`config.mk`:
```
export PLATFORM = sky130hd
export DESIGN_NAME = sample_stream_packer
export DESIGN_NICKNAME = d
export VERILOG_FILES = /design/src/rtl/sample_stream_packer.sv
export SDC_FILE = /design/constraint.sdc
export NUM_CORES = 1
export LEC_CHECK = 0
export BUFFER_PORTS_ARGS = -buffer_cell sky130_fd_sc_hd__buf_2
export CAP_MARGIN = 15
export CORE_AREA = 2 2 142 144
export CTS_BUF_LIST = sky130_fd_sc_hd__clkbuf_8
export DETAILED_ROUTE_END_ITERATION = 7
export DIE_AREA = 0 0 144 146
export GPL_TIMING_DRIVEN = 0
export PLACE_DENSITY = 0.86
export SYNTH_ARGS = -nofsm -noshare
export SYNTH_HDL_FRONTEND = slang
export SYNTH_SLANG_ARGS = --single-unit
export TNS_END_PERCENT = 20
```
`constraint.sdc`:
```
create_clock -name clk -period 3.8 [get_ports clk]
set_input_delay 1.14 -clock clk [delete_from_list [all_inputs] [get_ports clk]]
set_output_delay 1.14 -clock clk [all_outputs]
set_load 0.02 [all_outputs]
```
`src/rtl/sample_stream_packer.sv`:
```
// -----------------------------------------------------------------------------
// sample_stream_packer
//
// Packs a stream of capture samples into wide DRAM write words and presents
// them, with an incrementing word address, to a memory interface that
// accepts one word per cycle when write_allowed is high.
//
// Two storage stages:
//   * assembly register: lanes are filled in order, first sample in lane 0
//   * output register:   holds the word being offered (valid bit = write_req)
// A completed word moves to the output register in the same edge if the
// output is free or is being accepted that cycle. Otherwise the assembly
// register stalls, and samples arriving while stalled are dropped and
// flagged in the sticky overflow output.
// After PAGE_WORDS words have been accepted, pageFull rises. From then on
// write_req is held low and samples and flushes are ignored until reset.
//
// Build option:
//   PACKER_RLE_EN  when defined, each lane is 2*SAMPLE_W bits wide and holds
//                  {run count, sample value}. Repeated samples extend the
//                  pending run. A run is committed to a lane on a value
//                  change, when the count saturates at 2^SAMPLE_W-1, or on
//                  flush. When undefined, samples are packed raw, one per
//                  lane.
//
// Ports:
//   clk            system clock (single domain)
//   reset          synchronous, active-high reset
//   we             sample_data valid this cycle
//   sample_data    capture sample, SAMPLE_W bits
//   flush          one-cycle pulse: emit the partial word, zero-padded
//   write_allowed  memory interface accepts write_req this cycle
//   write_req      dram_data / dram_adx valid
//   dram_data      packed word, DATA_W bits
//   dram_adx       word address, ADX_W bits
//   pageFull       PAGE_WORDS words have been accepted
//   overflow       sticky: a sample was dropped
//   words_written  count of accepted words
// -----------------------------------------------------------------------------
module sample_stream_packer #(
  parameter int SAMPLE_W   = 16,
  parameter int DATA_W     = 128,
  parameter int ADX_W      = 27,
  parameter int ADX_STEP   = 8,
  parameter int BASE_ADX   = 0,
  parameter int PAGE_WORDS = 4096
) (
  input  logic                clk,
  input  logic                reset,
  input  logic                we,
  input  logic [SAMPLE_W-1:0] sample_data,
  input  logic                flush,
  input  logic                write_allowed,
  output logic                write_req,
  output logic [DATA_W-1:0]   dram_data,
  output logic [ADX_W-1:0]    dram_adx,
  output logic                pageFull,
  output logic                overflow,
  output logic [ADX_W-1:0]    words_written
);

`ifdef PACKER_RLE_EN
  localparam int LANE_W = 2 * SAMPLE_W;
`else
  localparam int LANE_W = SAMPLE_W;
`endif
  localparam int LANES = DATA_W / LANE_W;
  localparam int CNT_W = $clog2(LANES + 1);

  localparam logic [CNT_W-1:0] LANES_C   = CNT_W'(LANES);
  localparam logic [ADX_W-1:0] STEP_C    = ADX_W'(ADX_STEP);
  localparam logic [ADX_W-1:0] BASE_C    = ADX_W'(BASE_ADX);
  localparam logic [ADX_W-1:0] PAGE_C    = ADX_W'(PAGE_WORDS);

  typedef enum logic [1:0] {
    ST_EMPTY,
    ST_FILLING,
    ST_STALLED
  } state_e;

  state_e             state_q,     state_d;
  logic [CNT_W-1:0]   lane_cnt_q,  lane_cnt_d;
  logic [DATA_W-1:0]  asm_q,       asm_d;
  logic [DATA_W-1:0]  out_q,       out_d;
  logic               out_valid_q, out_valid_d;
  logic [ADX_W-1:0]   adx_q,       adx_d;
  logic [ADX_W-1:0]   words_q,     words_d;
  logic               page_full_q, page_full_d;
  logic               overflow_q,  overflow_d;

`ifdef PACKER_RLE_EN
  localparam logic [SAMPLE_W-1:0] RUN_MAX = {SAMPLE_W{1'b1}};

  logic [SAMPLE_W-1:0] run_val_q, run_val_d;
  logic [SAMPLE_W-1:0] run_cnt_q, run_cnt_d;   // 0 means no run pending
  logic [SAMPLE_W-1:0] rv_c;
  logic [SAMPLE_W-1:0] rc_c;
`endif

  // Working copies of the assembly word while this cycle's sample and
  // flush are applied in order.
  logic [DATA_W-1:0]  word_c;
  logic [CNT_W-1:0]   cnt_c;
  logic               complete_c;

  logic               accept;
  logic               out_free;

  // Once the page is full, the offered word is withdrawn, so it can never
  // be accepted.
  assign accept   = out_valid_q && write_allowed && !page_full_q;
  assign out_free = !out_valid_q || accept;

  // Writes one lane entry at lane index idx.
  function automatic logic [DATA_W-1:0] put_lane(
    input logic [DATA_W-1:0] w,
    input logic [CNT_W-1:0]  idx,
    input logic [LANE_W-1:0] e
  );
    logic [DATA_W-1:0] r;
    r = w;
    for (int i = 0; i < LANES; i++) begin
      if (CNT_W'(i) == idx) begin
        r[i*LANE_W +: LANE_W] = e;
      end
    end
    return r;
  endfunction

  always_ff @(posedge clk) begin
    if (reset) begin
      state_q     <= ST_EMPTY;
      lane_cnt_q  <= '0;
      asm_q       <= '0;
      out_q       <= '0;
      out_valid_q <= 1'b0;
      adx_q       <= BASE_C;
      words_q     <= '0;
      page_full_q <= 1'b0;
      overflow_q  <= 1'b0;
`ifdef PACKER_RLE_EN
      run_val_q   <= '0;
      run_cnt_q   <= '0;
`endif
    end else begin
      state_q     <= state_d;
      lane_cnt_q  <= lane_cnt_d;
      asm_q       <= asm_d;
      out_q       <= out_d;
      out_valid_q <= out_valid_d;
      adx_q       <= adx_d;
      words_q     <= words_d;
      page_full_q <= page_full_d;
      overflow_q  <= overflow_d;
`ifdef PACKER_RLE_EN
      run_val_q   <= run_val_d;
      run_cnt_q   <= run_cnt_d;
`endif
    end
  end

  always_comb begin
    state_d     = state_q;
    lane_cnt_d  = lane_cnt_q;
    asm_d       = asm_q;
    out_d       = out_q;
    out_valid_d = out_valid_q;
    adx_d       = adx_q;
    words_d     = words_q;
    overflow_d  = overflow_q;
    word_c      = asm_q;
    cnt_c       = lane_cnt_q;
    complete_c  = 1'b0;
`ifdef PACKER_RLE_EN
    run_val_d   = run_val_q;
    run_cnt_d   = run_cnt_q;
    rv_c        = run_val_q;
    rc_c        = run_cnt_q;
`endif

    if (accept) begin
      out_valid_d = 1'b0;
      adx_d       = adx_q + STEP_C;
      words_d     = words_q + 1'b1;
    end

    if (state_q == ST_STALLED) begin
      // The assembly word is complete and waiting. New samples have nowhere
      // to go.
      if (we && !page_full_q) begin
        overflow_d = 1'b1;
      end
      if (out_free) begin
        out_d       = asm_q;
        out_valid_d = 1'b1;
        asm_d       = '0;
        lane_cnt_d  = '0;
        state_d     = ST_EMPTY;
      end
    end else begin
`ifdef PACKER_RLE_EN
      if (we && !page_full_q) begin
        if (rc_c == '0) begin
          rv_c = sample_data;
          rc_c = SAMPLE_W'(1);
        end else if (sample_data == rv_c) begin
          if (rc_c + 1'b1 == RUN_MAX) begin
            word_c = put_lane(word_c, cnt_c, {RUN_MAX, rv_c});
            cnt_c  = cnt_c + 1'b1;
            rc_c   = '0;
          end else begin
            rc_c = rc_c + 1'b1;
          end
        end else begin
          word_c = put_lane(word_c, cnt_c, {rc_c, rv_c});
          cnt_c  = cnt_c + 1'b1;
          rv_c   = sample_data;
          rc_c   = SAMPLE_W'(1);
        end
      end
      // Flush commits the pending run before padding. If a value change has
      // just filled the last lane, that run stays pending for the next word.
      if (flush && !page_full_q && rc_c != '0 && cnt_c != LANES_C) begin
        word_c = put_lane(word_c, cnt_c, {rc_c, rv_c});
        cnt_c  = cnt_c + 1'b1;
        rc_c   = '0;
      end
      run_val_d = rv_c;
      run_cnt_d = rc_c;
`else
      if (we && !page_full_q) begin
        word_c = put_lane(word_c, cnt_c, sample_data);
        cnt_c  = cnt_c + 1'b1;
      end
`endif
      // Unused lanes are already zero because the assembly register is
      // cleared whenever a word leaves it.
      if (cnt_c == LANES_C || (flush && !page_full_q && cnt_c != '0)) begin
        complete_c = 1'b1;
      end

      if (complete_c) begin
        if (out_free) begin
          out_d       = word_c;
          out_valid_d = 1'b1;
          asm_d       = '0;
          lane_cnt_d  = '0;
          state_d     = ST_EMPTY;
        end else begin
          // A flushed partial word also counts as full while it waits.
          asm_d      = word_c;
          lane_cnt_d = LANES_C;
          state_d    = ST_STALLED;
        end
      end else begin
        asm_d      = word_c;
        lane_cnt_d = cnt_c;
        state_d    = (cnt_c == '0) ? ST_EMPTY : ST_FILLING;
      end
    end

    page_full_d = page_full_q | (words_d == PAGE_C);
  end

  assign write_req     = out_valid_q && !page_full_q;
  assign dram_data     = out_q;
  assign dram_adx      = adx_q;
  assign pageFull      = page_full_q;
  assign overflow      = overflow_q;
  assign words_written = words_q;

endmodule

```
==> metrics.yaml <==
place:
  place_ws_ns: 0.260
  port_buffers: 185
  dp.final_hpwl_mm: 20.7
  dpl.cell_count: 1692
  placedInstanceArea_um2: 13100
  gp_congestion: 0.852
logic_synthesis:
  synth_compound_area_share_pct: 10.7
  syn_area_um2: 11900
  synth_fa_ha_area_share_pct: 0.633
  yosysSeqAreaShare_pct: 53.3
  syn_inst: 1240
  synth-simple-area-share_pct: 16.6
  synthMuxAreaShare_pct: 11.3
  async_flop_share_pct: 0
  synth_ff_type: "dfxtp_1"
  synth-edff-count: 0
  synth_seq_cells: 316
  syn_area_per_cell_um2: 9.57
  synth_top_family_by_area: "simple AND/OR/NAND/NOR gates"
  yosysUniqueCellTypes: 49
  synth_xor_xnor_area_share_pct: 3.10
  yosysWarningCount: 0
final_layout:
  stdcell_area_um2: 14200
  final_cell_mix: "316 x nor2_1, 316 x dfxtp_1, 223 x buf_2"
  area_growth_pct: 19.3
  nNetsFinal: 1505
  final_cell_count_no_fill: 1779
  utilization_pct: 73.2
  drive_gt1_share_pct: 21.7
  antenna_cells: 0
worst_setup_path:
  path_class: "register to register"
  cp.arrival_ns: 3.72
  required_ns: 4.27
  ff2ff_setup_slack_ns: 0.55
  timing.rr.start: "lane_cnt_q[0]$_SDFFE_PP0P_"
  cp-end-kind: "register"
  crit_fanout: 10
  startpoint_type: "register"
  reg2regPathDepth: 11
  crit_path_end: "dram_data[104]$_SDFFE_PP0P_"
  critPathLaunch: "lane_cnt_q[0]$_SDFFE_PP0P_"
  r2r_end: "dram_data[104]$_SDFFE_PP0P_"
clock_tree:
  clock-root-buffer: "clkbuf_8"
  post_cts_buffers: 0
  cts_buffers: 49
  clockBufferDepth: 3
  cts_resized: 0
  postCtsHoldBufs: 0
  clkSinkCount: 316
  clkTransAtPathRegs_ns: 0.07
  clk_latency_ns: 0.57
  cts.htree.levels: 2
  cts_tree: "built"
route:
  postRouteAntennaNets: 0
  wirelength_mm: 31.5
  first_pass_iters: 5
  via_per_inst: 5.62
  drtIter0Drc: 555
  wl_per_cell_um: 17.7
  drc_errors: 0
  via_count: 9997
floorplanning:
  row_count: 51
  design.core.area_um2: 19300
  die_y_um: 146
  die_w_um: 144
  initial_core_util_pct: 61.4
  fp.dieArea_um2: 21000
  io_pins: 206
outcome:
  status: "finished clean"
timing:
  layout_setup_ws_ns: 0.550
  worst_pin_slew_ns: 0.852
  hold_viol_final: 0
  finalClockSkew_ns: 0.0326
  setup_viol: 0
  timing.fmax_ghz: 0.308
  drv_slew: 0
  min_period_over_period_pct: 85.5
  slew_headroom_pct: 43.2
  timing.final.crit_period_ns: 3.25
  rsz0062_at_grt: "no"
  fin_tns_setup_ns: 0
global_route:
  track_usage_pct: 29.3
  grt_max_degree: 14
  overflow: 0
  grt_pass1_vias: 9344
  grt_antenna_before_repair: 0
  grt_pass1_wl_mm: 49.0
power:
  ir_drop_mv: 0.398
  power_density_nw_per_um2: 540
  p_leak_nw: 5.70
run:
  drv_cap: 0
worst_hold_path:
  whs_path_depth: 2
  hold_class: "register to register"
## per-layer routing
layer  part of all wire (%)  track usage [%]  vias to the layer above  wire length [um]
li1                       -                -                     4737                 -
met1                     41             37.8                     4717             12900
met2                     47             47.9                      472             14800
met3                    9.2             6.58                       71              2880
met4                    3.0             11.1                        0               930
met5                      0                0                        -                 0
## how the worst min path moves through the flow
stage,start,end
3_5_place_dp,overflow$_SDFFE_PP0P_,overflow$_SDFFE_PP0P_
6_report,asm_q[92]$_SDFFE_PP0P_,asm_q[92]$_SDFFE_PP0P_
4_1_cts,overflow$_SDFFE_PP0P_,overflow$_SDFFE_PP0P_
5_1_grt,asm_q[81]$_SDFFE_PP0P_,asm_q[81]$_SDFFE_PP0P_
3_3_place_gp,overflow$_SDFFE_PP0P_,overflow$_SDFFE_PP0P_
2_1_floorplan,asm_q[0]$_SDFFE_PP0P_,asm_q[0]$_SDFFE_PP0P_
## cell usage after synthesis, types with 4 or more instances
master    count  area, um2
nand2b_1      5       31.3
xor2_1       26        228
ha_1          6       75.1
clkbuf_1     36        135
o21ai_0      11       55.1
dfxtp_1     316       6330
a21oi_1      20        100
buf_1        19       71.3
nand4_1      11       68.8
nor3_1       12       60.1
nand2_1      40        150
and2_1        4       25.0
o22ai_1       4       25.0
and3_1       10       62.6
buf_2        38        190
mux2i_1     130       1300
xnor2_1      16        140
buf_4        12       90.1
nand3_1      19       95.1
nor2_1      316       1190
or3_1        13       81.3
inv_1         5       18.8
a211oi_1    129        968
nor2b_1       6       37.5
## per-stage QoR
| stage | hold slack, ns | power [mW] |
|---|---|---|
| 3_5_place_dp | 0.471 | 4.78 |
| 4_1_cts | 0.494 | 7.63 |
| 2_1_floorplan | 0.456 | 4.41 |
| 5_1_grt | 0.512 | 7.91 |
| 6_report | 0.492 | 7.64 |
| 3_3_place_gp | 0.452 | 4.75 |
## power by group
part	switching, mW	internal, mW
Clock	1.31	1.58
Combinational	0.765	0.351
Sequential	0.111	3.51
## sequential cells by signal, indices dropped and copies added, names as in the netlist
| register | cells |
|---|---|
| lane_cnt_q | 4 |
| words_written | 27 |
| asm_q | 128 |
| pageFull | 1 |
| out_valid_q | 1 |
| dram_data | 128 |
| overflow | 1 |
| dram_adx | 24 |
| state_q | 2 |
## cell type report
type                       count  area, um2
fill                        1390       5180
buffer                       106        492
multi-input combinational    815       5040
inverter                       5       18.8
sequential                   316       6330
clock inverter                23        139
tap                          265        332
timing repair buffer         185        926
clock buffer                  64        881
## worst max-delay path, stage by stage (launching register included)
cell and delay [ns]:
dfxtp_1 0.46, inv_1 0.12, ha_1 0.35, nor4b_1 0.32
a22oi_1 0.16, o22ai_1 0.31, a211oi_4 0.17, a21oi_2 0.25
buf_2 0.40, buf_2 0.29, nor2_1 0.09, a211oi_1 0.24
## cell families (layout without fill, tap and decap cells)
kind of cell,Yosys count,in the layout
mux,133,133
simple gates,454,454
fa+ha+maj,6,6
buf+inv,111,383
compound gates,177,177
xor+xnor,42,42
flops,316,316
other cells,1,3
No activity file was read; power rests on OpenSTA's default activity.
